$ cat config.mk
export PLATFORM = sky130hd
export DESIGN_NAME = fb_reader
export DESIGN_NICKNAME = d
export VERILOG_FILES = /design/src/rtl/dpa_pkg.sv /design/src/rtl/fb_fifo.sv /design/src/rtl/fb_reader.sv
export SDC_FILE = /design/constraint.sdc
export NUM_CORES = 1
export LEC_CHECK = 0
export ABC_AREA = 1
export CORE_ASPECT_RATIO = 0.9
export CORE_MARGIN = 10
export CORE_UTILIZATION = 40
export CTS_BUF_LIST = sky130_fd_sc_hd__clkbuf_16
export CTS_CLUSTER_SIZE = 25
export DETAILED_ROUTE_END_ITERATION = 6
export GPL_ROUTABILITY_DRIVEN = 1
export PLACE_DENSITY_LB_ADDON = 0.25
export SYNTH_ARGS = -nofsm -noshare
export SYNTH_HDL_FRONTEND = slang
export SYNTH_SLANG_ARGS = --single-unit
$ cat constraint.sdc
create_clock -name clk -period 3.5 [get_ports clk]
set_clock_uncertainty 0.2 [all_clocks]
set_input_delay 0.7 -clock clk [delete_from_list [all_inputs] [get_ports clk]]
set_output_delay 0.7 -clock clk [all_outputs]
set_load 0.02 [all_outputs]
$ cat src/rtl/dpa_pkg.sv
// Shared constants and helpers for the frame-buffer reader.
// Frame-size codes, pixel counts and the pixel saturation rule live here.
package dpa_pkg;

    localparam logic [1:0] FS_NORMAL = 2'b00;
    localparam logic [1:0] FS_SMALL  = 2'b01;
    localparam logic [1:0] FS_LARGE  = 2'b11;

    localparam int unsigned PIX_SMALL  = 16384;
    localparam int unsigned PIX_NORMAL = 65536;
    localparam int unsigned PIX_LARGE  = 262144;

    localparam int unsigned FIFO_DEPTH = 4;
    localparam int unsigned CNT_W      = 19;
    localparam int unsigned PIX_W      = 25;

    // Code 10 is not a real size; it reads as 256x256.
    function automatic logic [CNT_W-1:0] last_index(input logic [1:0] size);
        logic [CNT_W-1:0] n;
        unique case (size)
            FS_SMALL:  n = CNT_W'(PIX_SMALL - 1);
            FS_LARGE:  n = CNT_W'(PIX_LARGE - 1);
            FS_NORMAL: n = CNT_W'(PIX_NORMAL - 1);
            default:   n = CNT_W'(PIX_NORMAL - 1);
        endcase
        return n;
    endfunction

    function automatic logic [7:0] sat8(input logic [9:0] v);
        return (v > 10'd255) ? 8'hFF : v[7:0];
    endfunction

    function automatic logic [23:0] pack_rgb(input logic [29:0] q);
        return {sat8(q[29:20]), sat8(q[19:10]), sat8(q[9:0])};
    endfunction

endpackage

$ cat src/rtl/fb_fifo.sv
// Small synchronous FIFO holding {last, rgb} pixel words.
// Head word is presented combinationally; push and pop may share a cycle.
module fb_fifo
    import dpa_pkg::*;
#(
    parameter int unsigned DEPTH = FIFO_DEPTH,
    parameter int unsigned W     = PIX_W
) (
    input  logic         clk,
    input  logic         reset,
    input  logic         i_wr,
    input  logic [W-1:0] i_wdata,
    input  logic         i_rd,
    output logic [W-1:0] o_rdata,
    output logic         o_full,
    output logic         o_empty,
    output logic [2:0]   o_count
);

    logic [W-1:0] r_mem [DEPTH];
    logic [1:0]   r_wptr;
    logic [1:0]   r_rptr;
    logic [2:0]   r_count;
    logic         w_wr;
    logic         w_rd;

    assign o_full  = (r_count == 3'(DEPTH));
    assign o_empty = (r_count == 3'd0);
    assign o_count = r_count;
    assign o_rdata = r_mem[r_rptr];

    assign w_rd = i_rd && !o_empty;
    assign w_wr = i_wr && (!o_full || w_rd);

    always_ff @(posedge clk or negedge reset) begin
        if (!reset) begin
            r_wptr  <= '0;
            r_rptr  <= '0;
            r_count <= '0;
        end else begin
            if (w_wr) r_wptr <= r_wptr + 2'd1;
            if (w_rd) r_rptr <= r_rptr + 2'd1;
            if (w_wr && !w_rd)
                r_count <= r_count + 3'd1;
            else if (!w_wr && w_rd)
                r_count <= r_count - 3'd1;
        end
    end

    always_ff @(posedge clk) begin
        if (w_wr) r_mem[r_wptr] <= i_wdata;
    end

endmodule

$ cat src/rtl/fb_reader.sv
// Frame-buffer scanner: issues sequential reads for one frame and
// streams saturated 8-bit RGB pixels through a valid/ready port.
module fb_reader
    import dpa_pkg::*;
#(
    parameter int unsigned FIFO_DEPTH = 4,
    parameter int unsigned AW         = 20
) (
    input  logic          clk,
    input  logic          reset,
    input  logic          start,
    input  logic [AW-1:0] fb_base,
    input  logic [1:0]    frame_size,
    output logic [AW-1:0] fb_a,
    output logic          fb_rd,
    input  logic [29:0]   fb_q,
    output logic          px_valid,
    input  logic          px_ready,
    output logic [23:0]   px_data,
    output logic          px_last,
    output logic          busy,
    output logic          done
);

    localparam logic [1:0] S_IDLE  = 2'd0;
    localparam logic [1:0] S_RUN   = 2'd1;
    localparam logic [1:0] S_DRAIN = 2'd2;

    logic [1:0]       r_state;
    logic [AW-1:0]    r_base;
    logic [CNT_W-1:0] r_cnt;
    logic [CNT_W-1:0] r_last_idx;
    logic             r_inflight;
    logic             r_inflight_last;
    logic             r_done;

    logic             w_cnt_end;
    logic             w_pop;
    logic             w_full;
    logic             w_empty;
    logic [2:0]       w_occ;
    logic [PIX_W-1:0] w_head;

    assign w_cnt_end = (r_cnt == r_last_idx);

    // Registered occupancy only, so px_ready never reaches fb_rd.
    assign fb_rd = (r_state == S_RUN)
                && ((w_occ + {2'b00, r_inflight}) <= 3'd2);
    assign fb_a  = r_base + AW'(r_cnt);

    assign px_valid = !w_empty;
    assign px_data  = w_empty ? 24'd0 : w_head[23:0];
    assign px_last  = !w_empty && w_head[24];
    assign w_pop    = px_valid && px_ready;

    assign busy = (r_state != S_IDLE);
    assign done = r_done;

    always_ff @(posedge clk or negedge reset) begin
        if (!reset) begin
            r_state         <= S_IDLE;
            r_base          <= '0;
            r_cnt           <= '0;
            r_last_idx      <= '0;
            r_inflight      <= 1'b0;
            r_inflight_last <= 1'b0;
            r_done          <= 1'b0;
        end else begin
            r_inflight      <= fb_rd;
            r_inflight_last <= fb_rd && w_cnt_end;
            r_done          <= 1'b0;
            unique case (r_state)
                S_IDLE: if (start) begin
                    r_state    <= S_RUN;
                    r_base     <= fb_base;
                    r_cnt      <= '0;
                    r_last_idx <= last_index(frame_size);
                end
                S_RUN: if (fb_rd) begin
                    if (w_cnt_end) r_state <= S_DRAIN;
                    else           r_cnt   <= r_cnt + CNT_W'(1);
                end
                S_DRAIN: if (w_pop && px_last) begin
                    r_state <= S_IDLE;
                    r_done  <= 1'b1;
                end
                default: r_state <= S_IDLE;
            endcase
        end
    end

    fb_fifo #(
        .DEPTH (FIFO_DEPTH),
        .W     (PIX_W)
    ) u_fifo (
        .clk     (clk),
        .reset   (reset),
        .i_wr    (r_inflight),
        .i_wdata ({r_inflight_last, pack_rgb(fb_q)}),
        .i_rd    (w_pop),
        .o_rdata (w_head),
        .o_full  (w_full),
        .o_empty (w_empty),
        .o_count (w_occ)
    );

    assert property (@(posedge clk) disable iff (!reset)
        !(r_inflight && w_full && !w_pop));

endmodule

==> results of run 1 <==
-- flip-flops by register name, indices dropped and copies added, names as in the netlist --
signal and cells:
done 1, r_base 20, r_cnt 19, r_inflight 1
r_inflight_last 1, r_last_idx 3, r_state 2, u_fifo.o_count 3
u_fifo.r_mem 100, u_fifo.r_rptr 2, u_fifo.r_wptr 2
-- metal layers --
metal | vias up | share of wire [%] | global-route usage [%]
li1 | 3378 | - | -
met2 | 162 | 48 | 25.8
met3 | 11 | 5.6 | 3.97
met5 | - | 0 | 0
met4 | 0 | 0.88 | 4.30
met1 | 3144 | 46 | 19.3
-- power by group --
group / internal (W) / switching, W
clock network: 0.000977 / 0.000863
registers: 0.00232 / 0.000185
logic: 0.00141 / 0.00216
-- logic make-up after synthesis --
kind of cell / count (synthesis)
xor+xnor: 21
buf+inv: 115
mux: 1
fa+ha+maj: 29
simple gates: 507
flops: 154
compound gates: 131
-- path summary, 6_finish.rpt --
kind / startpoint / end / slack (ns) / cells past startpoint
max: r_cnt[0] / fb_a[4] / 0.13 / 6
min: reset / r_cnt[16] / 0.07 / 1
max reg2reg: u_fifo.o_count[0] / u_fifo.o_count[1] / 0.89 / 9
min reg2reg: r_base[10] / r_base[10] / 0.29 / 2
max in group asynchronous: reset / r_cnt[2] / 2.17 / 2
min in group clk: r_base[10] / r_base[10] / 0.29 / 2
-- cell type report --
cell class / count / share of cell area [%]
Clock buffer: 17 / 4.14
Inverter: 84 / 3.13
Sequential cell: 154 / 42.4
Multi-Input combinational cell: 689 / 33.4
Tap cell: 255 / 3.10
Timing Repair Buffer: 130 / 12.1
Clock inverter: 15 / 1.81
-- what timing repair did --
action | CTS | global route
pin swaps | 0 | 1
resized for setup | 17 | 25
endpoints found under the hold margin | 0 | 0
buffers inserted | 0 | 0
setup endpoints to repair | 15 | 18
-- worst register-to-register path, delay by kind of cell, from the launching register on --
family | cells | cell delay (ns)
adders and majority gates | 2 | 0.62
and+or+nand+nor | 3 | 0.55
DFF | 1 | 0.44
buffers and inverters | 3 | 0.41
muxes | 1 | 0.28
-- metrics by stage --
stage / cells / util [%] / power (W) / hold WS [ns]
6_report: 1344 / 51.3 / 0.00791 / 0.0655
5_1_grt: 1344 / 51.3 / 0.00841 / 0.0883
4_1_cts: 1344 / 51.0 / 0.00797 / 0.0780
3_5_place_dp: 1312 / 48.0 / 0.00615 / 0.275
3_3_place_gp: 1312 / 48.0 / 0.00611 / 0.272
2_1_floorplan: 958 / - / 0.00463 / 0.204
-- Yosys cell counts (all sizes together) (3+ instances only) --
library cell,number
ha,27
clkbuf,20
nor3,5
nand3,46
xor2,18
dfrtp,54
o21ai,71
o21bai,3
edfxtp,100
buf,11
and2,3
a21oi,48
nand4,13
a21o,4
nand2,263
inv,82
xnor2,3
nor2,174
==> metrics.md, run 1 <==
| Metric | Value |
|---|---|
| Slew Limit Headroom | `between 40% and 50%` |
| Worst EP arrival | `about 2.5 ns` |
| Initial antenna violation count | `0` |
| Critical path endpoint category | `output pin` |
| CP Cell Sequence | `ha_1 > fa_1 > nand3_1 > nand2_1 > xor2_1 > clkdlybuf4s50_1` |
| Async SR Flop Fraction | `approximately a third` |
| Most frequent cells in the layout | `nand2_1 (261), nor2_1 (163), edfxtp_1 (100)` |
| GRT Total Usage | `roughly 15%` |
| Tightest Hold Check Type | `input port to async pin` |
| Initial Util | `about two fifths` |
| Max_cap viols | `0` |
| Synthesized cell area | `between 0.008 and 0.009 mm²` |
| Post-placement cell area | `around 0.0096 mm²` |
| Synthesized flop and latch total | `around 150` |
| Main combinational cell family by area after synthesis | `simple AND/OR/NAND/NOR gates` |
| Status | `finished, final reports clean` |
| Simple-Gate Fraction of Synth Area | `between 20% and 30%` |
| Width of the die | `171 µm` |
| Post-synthesis mux area share | `0.138%` |
| Rows | `49` |
| Worst Path Buf+Inv | `1` |
| Fillcell total | `1827` |
| Worst-margin pin slew | `slightly above 0.8 ns` |
| Largest net degree at the start of global routing | `53` |
| Final instance area | `just over 0.01 mm²` |
| Final WS setup | `between 0.1 and 0.15 ns` |
| Pwr dens | `about 770 mW/mm²` |
| Area grow syn2layout | `25.9%` |
| Vias in the first global route | `roughly 6400` |
| Top delay family on crit path | `adder cells` |
| Critical path's slowest cell | `clkdlybuf4s50_1` |
| Ant diodes | `0` |
| Final period utilization | `between 90 and 100%` |
| Cell count after synthesis | `between 900 and 1000` |
| Complex-gate fraction of the synthesized area | `between 8 and 9%` |
| WL/cell | `approximately 15 µm` |
| First-pass GRT wire length | `approximately 32000 µm` |
| GRT overflow | `0` |
| CTS tree | `built` |
| DRC | `0` |
| DR pass1 iterations | `6` |
| Post-synthesis cell type count | `between 40 and 50` |
| WP data required | `about 2.6 ns` |
| Layout cells sized above 1 | `roughly 8.9%` |
| Worst Setup Path Type | `register to output pin` |
| Min Clock Period, post-route | `3.37 ns` |
| Crit-path max FO | `3` |
| Max Slew Vio Count | `0` |
| Post-synthesis xor/xnor area fraction | `~2.3%` |
| # IOs | `roughly 110` |
| Area of the multi-input gates | `0.00343 mm²` |
| Routed Antenna Nets | `0` |
| Vias/cell | `about 5.0` |
| Worst-skew pair later-pin latency | `between 0.4 and 0.5 ns` |
| Synth area leaders | `edfxtp_1 (37%), dfrtp_1 (17%), nand2_1 (12%)` |
| Dpl ws | `~0.18 ns` |
| Core Area | `roughly 0.02 mm²` |
| Clock Tree Buf Depth | `2` |
| Area leader, netlist | `edfxtp_1` |
| Routability Congestion | `0.890` |
| Root Buffer | `clkbuf_16` |
| Commonest non-fill, non-tap cell in the layout | `nand2_1` |
| Clk sink count | `roughly 150` |
| Die area | `about 0.027 mm²` |
| Static Leak | `4.42 nW` |
| Syn Area/Cell | `8.52 µm²` |
| Cts bufs inserted | `17` |
| Reg clk slew, reported paths | `approximately 0.070 ns` |
| Top cell type's share of synthesized area | `a little under two fifths` |
| Post-Synth Adder-Cell Area | `under 10%` |
| Post-DP HPWL | `between 10000 and 15000 µm` |
| Die Span Y | `between 150 and 200 µm` |
| CP max stage delay | `between 0.6 and 0.7 ns` |
| Final setup vio count | `0` |
| Vias | `6695` |
| Primary FF master, synth | `edfxtp_1` |
| Startpoint types | `register` |
| Register Area | `about 0.0044 mm²` |
| Largest vdd supply drop | `approximately 0.00033 V` |
| CTS H-tree lvls | `4` |
| Mapped Nets | `1043` |
| Final number of hold-violating endpoints | `0` |
| Final WL | `20400 µm` |
| Peak Freq | `~300 MHz` |
| Hold-fix buffers, CTS | `0` |
| Final setup TNS | `0 ns` |
| EDFF count, synth | `100` |
| 1st-iter DRT viols | `roughly 400` |
| Ys Warns | `0` |
| Nets@finish | `between 1000 and 1500` |
| Sequential element share of the synthesized area | `between 50% and 60%` |
| I/O Buffers | `104` |
(Power assumes the default switching activity.)
==> inputs of run 2 (changes only) <==
- ABC_CLOCK_PERIOD_IN_PS: not set -> 3500
- SKIP_LAST_GASP: not set -> 1
==> run 2 against run 1 <==
  * Power about the same
  * Flip-flop and latch count stayed put
  * Sequential share of layout area up 0.11 points
  * Die area unchanged
  * First-iteration DRC count is 0.50% lower
  * Critical path type unchanged
  * Critical endpoint is now fb_a[19]
  * Largest power group unchanged
==> metrics.md, run 2 (same netlist as run 1, synthesis figures left out) <==
| Metric | Value |
|---|---|
| Cts bufs inserted | `17 (unchanged)` |
| Top reg by flops | `u_fifo.r_mem` |
| Vias | `6656 (-0.58%)` |
| # IOs | `105 (unchanged)` |
| Max Slew Vio Count | `0 (unchanged)` |
| Slew Limit Headroom | `45.3% (-0.28 points)` |
| Largest registers | `u_fifo.r_mem (100), r_base (20), r_cnt (19)` |
| Worst-skew pair later-pin latency | `0.43 ns (about the same)` |
| Worst-margin pin slew | `0.819 ns (+0.00419 ns)` |
| Fillcell total | `1831 (+0.22%)` |
| CTS H-tree lvls | `4 (unchanged)` |
| Max reg flops | `100 (unchanged)` |
| Routability Congestion | `0.890 (unchanged)` |
| Final setup TNS | `0 ns (unchanged)` |
| Die Span Y | `156 µm (unchanged)` |
| DRC | `0 (unchanged)` |
| Pwr dens | `771 mW/mm² (+0.24%)` |
| CTS tree | `built` |
| Status | `finished, final reports clean` |
| Min Clock Period, post-route | `3.41 ns (+0.0360 ns)` |
| Final instance area | `0.0103 mm² (-0.27%)` |
| RSZ-0062 raised after global routing | `true` |
| Routed Antenna Nets | `0 (unchanged)` |
| Final WS setup | `0.0930 ns (-0.0360 ns)` |
| Clk sink count | `154 (unchanged)` |
| Tightest Hold Check Type | `input port to async pin` |
| WL/cell | `15.2 µm (about the same)` |
| Area grow syn2layout | `25.6%` |
| Root Buffer | `clkbuf_16` |
| Reg clk slew, reported paths | `0.07 ns (about the same)` |
| Clock Tree Buf Depth | `2 (unchanged)` |
| DR pass1 iterations | `5 (-1)` |
| Initial antenna violation count | `0 (unchanged)` |
| Vias/cell | `4.95 (-0.58%)` |
| WP data required | `2.60 ns (about the same)` |
| Final number of hold-violating endpoints | `0 (unchanged)` |
| Initial Util | `40.7% (unchanged)` |
| Hold-fix buffers, CTS | `0 (unchanged)` |
| Crit-path max FO | `7 (+4)` |
| Most frequent cells in the layout | `nand2_1 (261), nor2_1 (164), edfxtp_1 (100)` |
| GRT Total Usage | `15.4% (unchanged)` |
| Total power | `0.00791 W (about the same)` |
| Vias in the first global route | `6388 (unchanged)` |
| Nets@finish | `1161 (unchanged)` |
| Final setup vio count | `0 (unchanged)` |
| Static Leak | `4.42 nW (about the same)` |
| Worst Setup Path Type | `register to output pin` |
| Peak Freq | `294 MHz (-1.1%)` |
| I/O Buffers | `104 (unchanged)` |
| First-pass GRT wire length | `32500 µm (unchanged)` |
| Largest vdd supply drop | `0.000334 V (+0.32%)` |
| Max_cap viols | `0 (unchanged)` |
| Width of the die | `171 µm (unchanged)` |
| Post-placement cell area | `0.00963 mm² (unchanged)` |
| Core Area | `0.0200 mm² (unchanged)` |
| Ant diodes | `0 (unchanged)` |
| Commonest non-fill, non-tap cell in the layout | `nand2_1` |
| Rows | `49 (unchanged)` |
| Final period utilization | `97.3% (+1.0 points)` |
| Post-CTS Repair Setup Buffers | `0 (unchanged)` |
| Worst EP arrival | `2.51 ns (+0.04 ns)` |
| Largest net degree at the start of global routing | `53 (unchanged)` |
| Die area | `0.0265 mm² (unchanged)` |
| GRT overflow | `0 (unchanged)` |
| 1st-iter DRT viols | `397 (-0.50%)` |
| Post-DP HPWL | `14400 µm (unchanged)` |
| Final WL | `20400 µm (about the same)` |
| Layout cells sized above 1 | `8.63% (-0.28 points)` |
| Startpoint types | `register` |
| Dpl ws | `0.177 ns (unchanged)` |
| Critical path endpoint category | `output pin` |
-- run 2: cell types whose count changed in the layout (fill, tap and decap cells not counted) --
| cell | before | now |
|---|---|---|
| o21ai_0 | 68 | 69 |
| ha_1 | 22 | 24 |
| ha_4 | 4 | 2 |
| nor2_1 | 163 | 164 |
| nor2_2 | 8 | 7 |
| o21ai_1 | 2 | 1 |
-- run 2: through the flow --
| stage | hold WS [ns] | util, % | instances |
|---|---|---|---|
| after CTS | 0.0780 | 51.0 | 1344 |
| after global routing | 0.0883 | 51.2 | 1344 |
| final | 0.0658 | 51.2 | 1344 |
| after detailed placement | 0.275 | 48.0 | 1312 |
| after floorplan | 0.204 | - | 958 |
| after global placement | 0.272 | 48.0 | 1312 |
-- run 2: report_power, final --
group	internal (W)	switching [W]
logic	0.00140	0.00217
registers	0.00232	0.000181
clock network	0.000977	0.000869
total	0.00469	0.00322
-- run 2: final timing paths --
check                                   from  slack [ns]                 to  cells after the start
max                                 r_cnt[9]        0.09           fb_a[19]                     10
min                                    reset        0.07          r_cnt[16]                      1
max reg2reg                u_fifo.o_count[0]        0.90  u_fifo.o_count[1]                      9
min reg2reg                       r_base[10]        0.28         r_base[10]                      2
max in group asynchronous              reset        2.17           r_cnt[2]                      2
min in group clk                  r_base[10]        0.28         r_base[10]                      2
-- run 2: worst max-delay path: stages, from the launching register on --
cell and delay (ns):
dfrtp_1 0.47, ha_1 0.39, nand2_1 0.16, o21ai_0 0.30, inv_1 0.12, nand2_1 0.08
nand2_1 0.06, nand3_1 0.07, nand2_1 0.05, nand2_1 0.05, dlygate4sd2_1 0.34
-- run 2: layer usage --
metal | wire, µm | vias up | global-route usage (%) | share of wire, %
li1 | - | 3380 | - | -
met1 | 9330 | 3094 | 19.3 | 46
met2 | 9670 | 170 | 25.8 | 47
met3 | 1190 | 12 | 3.97 | 5.9
met4 | 199 | 0 | 4.30 | 0.98
met5 | 0 | - | 0 | 0
-- run 2: area by class of cell --
| class | instances | area [µm²] | area share [%] |
|---|---|---|---|
| Tap cell | 255 | 319 | 3.11 |
| Clock inverter | 15 | 186 | 1.82 |
| Sequential cell | 154 | 4360 | 42.5 |
| Timing Repair Buffer | 130 | 1240 | 12.1 |
| Multi-Input combinational cell | 689 | 3400 | 33.2 |
| Inverter | 84 | 322 | 3.14 |
| Clock buffer | 17 | 425 | 4.15 |
-- run 2: what timing repair did --
item,4_1_cts,5_1_grt
resized for setup,17,21
pin swaps,0,1
setup endpoints to repair,15,18
